==> config.mk <==
export PLATFORM = sky130hd
export DESIGN_NAME = lsu_ctrl
export DESIGN_NICKNAME = d
export VERILOG_FILES = /design/src/rtl/lsu_ctrl.sv
export SDC_FILE = /design/constraint.sdc
export NUM_CORES = 1
export LEC_CHECK = 0
export CORE_MARGIN = 2
export CORE_UTILIZATION = 45
export CTS_BUF_LIST = sky130_fd_sc_hd__clkbuf_16
export CTS_CLUSTER_DIAMETER = 50
export DETAILED_ROUTE_END_ITERATION = 8
export GPL_TIMING_DRIVEN = 0
export PLACE_DENSITY = 0.89
export REMOVE_ABC_BUFFERS = 1
export SLEW_MARGIN = 5
export SYNTH_ARGS = -nofsm -noshare
export SYNTH_HDL_FRONTEND = slang
export SYNTH_SLANG_ARGS = --single-unit
export TNS_END_PERCENT = 10
==> constraint.sdc <==
create_clock -name clk -period 2.9 [get_ports clk]
set_input_delay 0.29 -clock clk [delete_from_list [all_inputs] [get_ports clk]]
set_output_delay 0.29 -clock clk [all_outputs]
set_load 0.05 [all_outputs]
==> src/rtl/lsu_ctrl.sv <==
// lsu_ctrl: load/store sequencer between the execute stage and the data-memory port.
// Accepts one request at a time, checks op and alignment, issues a word-aligned
// access with byte-lane write data and mask, waits for completion (with an optional
// timeout) and returns extended load data.
// Build option: LSU_MISALIGN_TRAP_EN -- when defined, misaligned h/hu (off=3) and w
// (off!=0) requests get an error response instead of being truncated to alignment.
module lsu_ctrl #(
  parameter int unsigned TIMEOUT = 255, // max WAIT cycles before error; 0 = wait forever
  parameter int unsigned CNT_W   = 8    // timeout counter width, must hold TIMEOUT
) (
  input  logic        clk,
  input  logic        rst,          // asynchronous, active-low
  input  logic        req_valid,
  output logic        req_ready,
  input  logic        req_wr,
  input  logic [2:0]  req_op,
  input  logic [31:0] req_addr,
  input  logic [31:0] req_wdata,
  output logic        resp_valid,
  input  logic        resp_ready,
  output logic [31:0] resp_rdata,
  output logic        resp_err,
  output logic        mem_valid,
  input  logic        mem_ready,
  output logic        mem_wr,
  output logic [31:0] mem_addr,
  output logic [31:0] mem_wdata,
  output logic [7:0]  mem_wmask,
  input  logic        mem_rvalid,
  input  logic [31:0] mem_rdata
);

  typedef enum logic [1:0] {
    S_IDLE,
    S_REQ,
    S_WAIT,
    S_RESP
  } state_t;

  localparam bit              TO_EN    = (TIMEOUT != 0);
  localparam logic [CNT_W-1:0] CNT_LAST = CNT_W'(TIMEOUT - 1);

  state_t            state_q, state_d;
  logic [2:0]        op_q, op_d;
  logic [1:0]        off_q, off_d;
  logic              wr_q, wr_d;
  logic [31:0]       addr_q, addr_d;
  logic [31:0]       wdata_q, wdata_d;
  logic [3:0]        wmask_q, wmask_d;
  logic [31:0]       rdata_q, rdata_d;
  logic              err_q, err_d;
  logic [CNT_W-1:0]  cnt_q, cnt_d;

  // Request decode: legality, effective offset, lane-shifted store data and mask.
  logic        op_illegal;
  logic        req_fault;
  logic [1:0]  eff_off;
  logic [31:0] lane_data;
  logic [3:0]  lane_mask;
  logic [31:0] st_data;
  logic [3:0]  st_mask;

  // Decode the incoming request as seen in IDLE.
  always_comb begin
    // NOTE: every signal gets a default before any branch so no latch is inferred.
    op_illegal = (req_op == 3'b011) || (req_op[2:1] == 2'b11) || (req_wr && req_op[2]);
    eff_off    = req_addr[1:0];
    // Truncate to natural alignment; in the trap build these cases fault instead.
    if (req_op[1:0] == 2'b01 && req_addr[1:0] == 2'b11) eff_off = 2'b10;
    if (req_op[1:0] == 2'b10) eff_off = 2'b00;
`ifdef LSU_MISALIGN_TRAP_EN
    req_fault = op_illegal
              || ((req_op[1:0] == 2'b01) && (req_addr[1:0] == 2'b11))
              || ((req_op[1:0] == 2'b10) && (req_addr[1:0] != 2'b00));
`else
    req_fault = op_illegal;
`endif
    case (req_op[1:0])
      2'b00: begin
        lane_mask = 4'b0001;
        lane_data = {24'd0, req_wdata[7:0]};
      end
      2'b01: begin
        lane_mask = 4'b0011;
        lane_data = {16'd0, req_wdata[15:0]};
      end
      default: begin
        lane_mask = 4'b1111;
        lane_data = req_wdata;
      end
    endcase
    st_data = lane_data << {eff_off, 3'b000};
    st_mask = lane_mask << eff_off;
    if (!req_wr) begin
      st_data = 32'd0;
      st_mask = 4'd0;
    end
  end

  // Load-data extraction from the returned word using the latched op and offset.
  logic [31:0] rd_shift;
  logic [31:0] ld_ext;

  // Select the byte/halfword lane and sign- or zero-extend it.
  always_comb begin
    rd_shift = mem_rdata >> {off_q, 3'b000};
    case (op_q)
      3'b000:  ld_ext = {{24{rd_shift[7]}},  rd_shift[7:0]};
      3'b001:  ld_ext = {{16{rd_shift[15]}}, rd_shift[15:0]};
      3'b100:  ld_ext = {24'd0, rd_shift[7:0]};
      3'b101:  ld_ext = {16'd0, rd_shift[15:0]};
      default: ld_ext = rd_shift;
    endcase
  end

  // Next-state and datapath update for the IDLE/REQ/WAIT/RESP sequencer.
  always_comb begin
    state_d = state_q;
    op_d    = op_q;
    off_d   = off_q;
    wr_d    = wr_q;
    addr_d  = addr_q;
    wdata_d = wdata_q;
    wmask_d = wmask_q;
    rdata_d = rdata_q;
    err_d   = err_q;
    cnt_d   = '0;
    unique case (state_q)
      S_IDLE: begin
        if (req_valid) begin
          op_d    = req_op;
          off_d   = eff_off;
          wr_d    = req_wr;
          addr_d  = {req_addr[31:2], 2'b00};
          wdata_d = st_data;
          wmask_d = st_mask;
          rdata_d = 32'd0;
          err_d   = req_fault;
          state_d = req_fault ? S_RESP : S_REQ;
        end
      end
      S_REQ: begin
        if (mem_ready) state_d = S_WAIT;
      end
      S_WAIT: begin
        if (mem_rvalid) begin
          // Data arriving on the timeout cycle still wins.
          rdata_d = wr_q ? 32'd0 : ld_ext;
          err_d   = 1'b0;
          state_d = S_RESP;
        end else if (TO_EN && cnt_q == CNT_LAST) begin
          rdata_d = 32'd0;
          err_d   = 1'b1;
          state_d = S_RESP;
        end else begin
          cnt_d = cnt_q + 1'b1;
        end
      end
      S_RESP: begin
        if (resp_ready) state_d = S_IDLE;
      end
      default: state_d = S_IDLE;
    endcase
  end

  // State and datapath registers; reset aborts any access in flight.
  always_ff @(posedge clk or negedge rst) begin
    if (!rst) begin
      state_q <= S_IDLE;
      op_q    <= 3'd0;
      off_q   <= 2'd0;
      wr_q    <= 1'b0;
      addr_q  <= 32'd0;
      wdata_q <= 32'd0;
      wmask_q <= 4'd0;
      rdata_q <= 32'd0;
      err_q   <= 1'b0;
      cnt_q   <= '0;
    end else begin
      // NOTE: sequential state uses non-blocking assignments so all flops update together.
      state_q <= state_d;
      op_q    <= op_d;
      off_q   <= off_d;
      wr_q    <= wr_d;
      addr_q  <= addr_d;
      wdata_q <= wdata_d;
      wmask_q <= wmask_d;
      rdata_q <= rdata_d;
      err_q   <= err_d;
      cnt_q   <= cnt_d;
    end
  end

  assign req_ready  = (state_q == S_IDLE);
  assign resp_valid = (state_q == S_RESP);
  assign mem_valid  = (state_q == S_REQ);
  assign resp_rdata = rdata_q;
  assign resp_err   = err_q;
  assign mem_wr     = wr_q;
  assign mem_addr   = addr_q;
  assign mem_wdata  = wdata_q;
  assign mem_wmask  = {4'd0, wmask_q};

endmodule
==> impl_metrics.py <==
metrics = {
    "cts": {
        "cts.clk_slew.worst_paths_ns": 0.05,
        "clock_latency_ns": 0.41,
        "cts_buffers": 17,
        "htree_levels": 4,
        "cts_tree": "done",
        "cts_root_buf": "clkbuf_16",
        "cts_buffer_depth": 2,
        "cts.sinks": 115,
    },
    "sta": {
        "report.final.slew_viol_count": 0,
        "setup_viol": 0,
        "post-route-period-util": 0.927,
        "worst_pin_slew_ns": 1.06,
        "skew_ns": 0.00568,
        "rsz0062_at_grt": "false",
        "finalHoldViolations": 0,
        "period_minus_slack_ns": 2.69,
        "tns_ns": 0,
        "relSlewSlack": 0.292,
        "fmax_mhz": 372,
    },
    "routing": {
        "vias": 5225,
        "drtIter0Drc": 560,
        "ant_nets": 0,
        "wl_per_cell_um": 19.4,
        "wl_um": 17400,
        "firstDrtPassIters": 6,
        "drc": 0,
        "viasPerCell": 5.85,
    },
    "global_route": {
        "grt_pass1_wl_um": 28200,
        "grt_use_total": 0.253,
        "grt_pass1_vias": 5358,
        "overflow": 0,
        "grt_max_degree": 76,
        "antenna_found_initial": 0,
    },
    "logic_synthesis": {
        "synth_warnings": 0,
        "synth_largest_area_cell": "dfrtp_1",
        "syn_avg_cell_area_sq_um": 11.2,
        "synthesis.area_sq_um": 5840,
        "yosys-top-cells-area": "dfrtp_1, mux2_2, mux2i_1",
        "synth_top_area_share": 0.493,
        "ys_seq_area_frac": 0.493,
        "synth-seq-cells": 115,
        "synth_edf_count": 0,
        "synthFlopType": "dfrtp_1",
        "netlist_instances": 522,
        "yosysUniqueCellTypes": 64,
        "ys_async_sr_fraction": 1.00,
    },
    "die": {
        "start_util": 0.463,
        "die_y_um": 118,
        "die_width_um": 118,
        "die_area_sq_um": 13900,
        "ios": 215,
        "rows": 41,
        "core_sq_um": 12600,
    },
    "layout": {
        "nFillCells": 934,
        "final_cells": 893,
        "fin_area_sq_um": 8550,
        "final_layout_size_suffix_gt1_frac": 0.132,
        "fin_util": 0.678,
        "nNetsFinal": 821,
        "syn2layout_area_growth_pct": 46.5,
        "antenna_cells": 0,
    },
    "setup_path": {
        "r2r_slack_ns": 0.31,
        "reg2reg_from": "state_q[0]$_DFFE_PN0P_",
        "reg2reg_to": "mem_wdata[5]$_DFFE_PN0P_",
        "path_max_fanout": 23,
        "start_kind": "input pin",
        "crit_type": "input pin to flop",
        "required_ns": 3.24,
        "crit_start": "req_addr[1]",
        "reg2reg_depth": 6,
        "cp.arrival_ns": 3.03,
        "crit_path_end_kind": "flop",
    },
    "min_path": {
        "hold_class": "input pin to asynchronous set/reset pin",
    },
    "power_and_ir_drop": {
        "power_density_nw_per_um2": 1190,
        "vdd_drop_max_mv": 1.00,
        "leakagePower_nw": 3.71,
    },
    "status": {
        "status": "finished clean",
    },
    "flow_run": {
        "maxCapViolations": 0,
    },
    "place": {
        "place_inst": 860,
        "place_congestion": 0.865,
        "place_area_sq_um": 7950,
        "portBuffers": 208,
        "hpwl_um": 12000,
    },
}
==> power breakdown <==
group	internal (mW)	switching (mW)	leakage (nW)
clock	1.32	0.726	0.284
sequential	2.25	0.524	1.49
combinational	1.97	3.38	1.93
total	5.54	4.63	3.71
==> synth_stat cells, types with 3 or more instances <==
cell type	n
dfrtp_1	115
mux2_2	42
nand2_1	34
mux2i_1	25
nor2_1	24
o21ai_0	20
clkbuf_1	19
nor3_1	16
a211oi_1	14
nor2b_1	14
buf_2	13
a21o_1	11
a22o_1	10
o21a_1	10
a21oi_1	9
buf_4	9
o31ai_1	9
a211o_1	8
a221o_1	8
a22oi_1	8
nand3b_1	8
o2bb2ai_1	8
or2_2	8
a32o_1	7
o221ai_1	7
ha_1	6
inv_1	6
xor2_1	5
buf_1	4
nand3_1	3
==> placed cells by master, fill, tap and decap left out, types with 8 or more instances in the layout <==
master / instances
nor2b_1: 14
a22oi_1: 8
mux2i_1: 25
clkdlybuf4s50_1: 207
a21o_1: 11
a22o_1: 10
a211o_1: 8
a21oi_1: 9
o2bb2ai_1: 8
or2_2: 8
clkbuf_16: 17
a211oi_1: 14
a221o_1: 8
nand3b_1: 8
o31ai_1: 9
o21a_1: 10
nand2_1: 32
mux2_2: 42
nor3_1: 16
dfrtp_1: 114
nor2_1: 24
o21ai_0: 20
==> cell families (layout without fill, tap and decap cells) <==
family	Yosys count	after routing	synth area share
adder cells (fa/ha/maj)	6	6	0.0129
XOR/XNOR	6	6	0.00900
buffers and inverters	54	248	0.0478
other	1	6	0.000642
multiplexers	68	68	0.128
AND/OR/NAND/NOR	127	127	0.117
flip-flops	115	115	0.493
AO/OA/AOI/OAI	145	145	0.192
==> worst max-delay path by stage <==
stage	cells after the start	end	slack, ns
2_1_floorplan	4	resp_rdata[24]$_DFFE_PN0P_	-0.21
3_3_place_gp	1	mem_addr[10]$_DFFE_PN0P_	-2.82
3_5_place_dp	5	mem_wdata[20]$_DFFE_PN0P_	-0.26
4_1_cts	6	resp_rdata[31]$_DFFE_PN0P_	0.06
5_1_grt	5	mem_wdata[17]$_DFFE_PN0P_	0.09
6_report	5	mem_wdata[20]$_DFFE_PN0P_	0.21
==> through the flow <==
stage / power (mW) / hold WS (ns) / worst slack [ns]
6_report: 10.2 / 0.383 / 0.210
3_5_place_dp: 8.11 / 0.252 / -0.261
5_1_grt: 10.6 / 0.415 / 0.0938
3_3_place_gp: 7.96 / 0.464 / -2.82
2_1_floorplan: 6.19 / -0.00559 / -0.208
4_1_cts: 10.2 / 0.384 / 0.0632
==> routing by layer <==
metal | up-vias | routed length (um) | track usage
met5 | - | 0 | 0
met4 | 0 | 435 | 0.0986
met3 | 42 | 1630 | 0.0862
met2 | 328 | 8430 | 0.413
met1 | 2552 | 6850 | 0.310
li1 | 2303 | - | -
==> state kept, by name, summed over array words and instances (netlist names) <==
signal      count
wmask_q         4
mem_wr          1
resp_err        1
off_q           2
mem_wdata      32
state_q         2
resp_rdata     32
cnt_q           8
op_q            3
mem_addr       30
==> cell type report <==
cell class                 instances  area, sq um  area share
tap                              172          215      0.0252
clock inverter                    14          146      0.0171
sequential                       115         2880       0.337
inverter                           6         22.5     0.00263
clock buffer                      17          425      0.0497
multi-input combinational        358         2720       0.318
timing repair buffer             211         2140       0.250
==> timing repair <==
action                                  CTS  global route
endpoints found under the setup margin    0            23
buffers inserted                          0             1
hold endpoints to repair                 46             0
hold buffers                              1             0
resized for setup                         0             1
==> critical path, stage by stage <==
cell and delay [ns]:
clkdlybuf4s50_1 1.09, nand2_1 0.31, o211ai_4 0.62, o21a_1 0.47, a32o_1 0.25
Power figures use the tool's default switching activity.
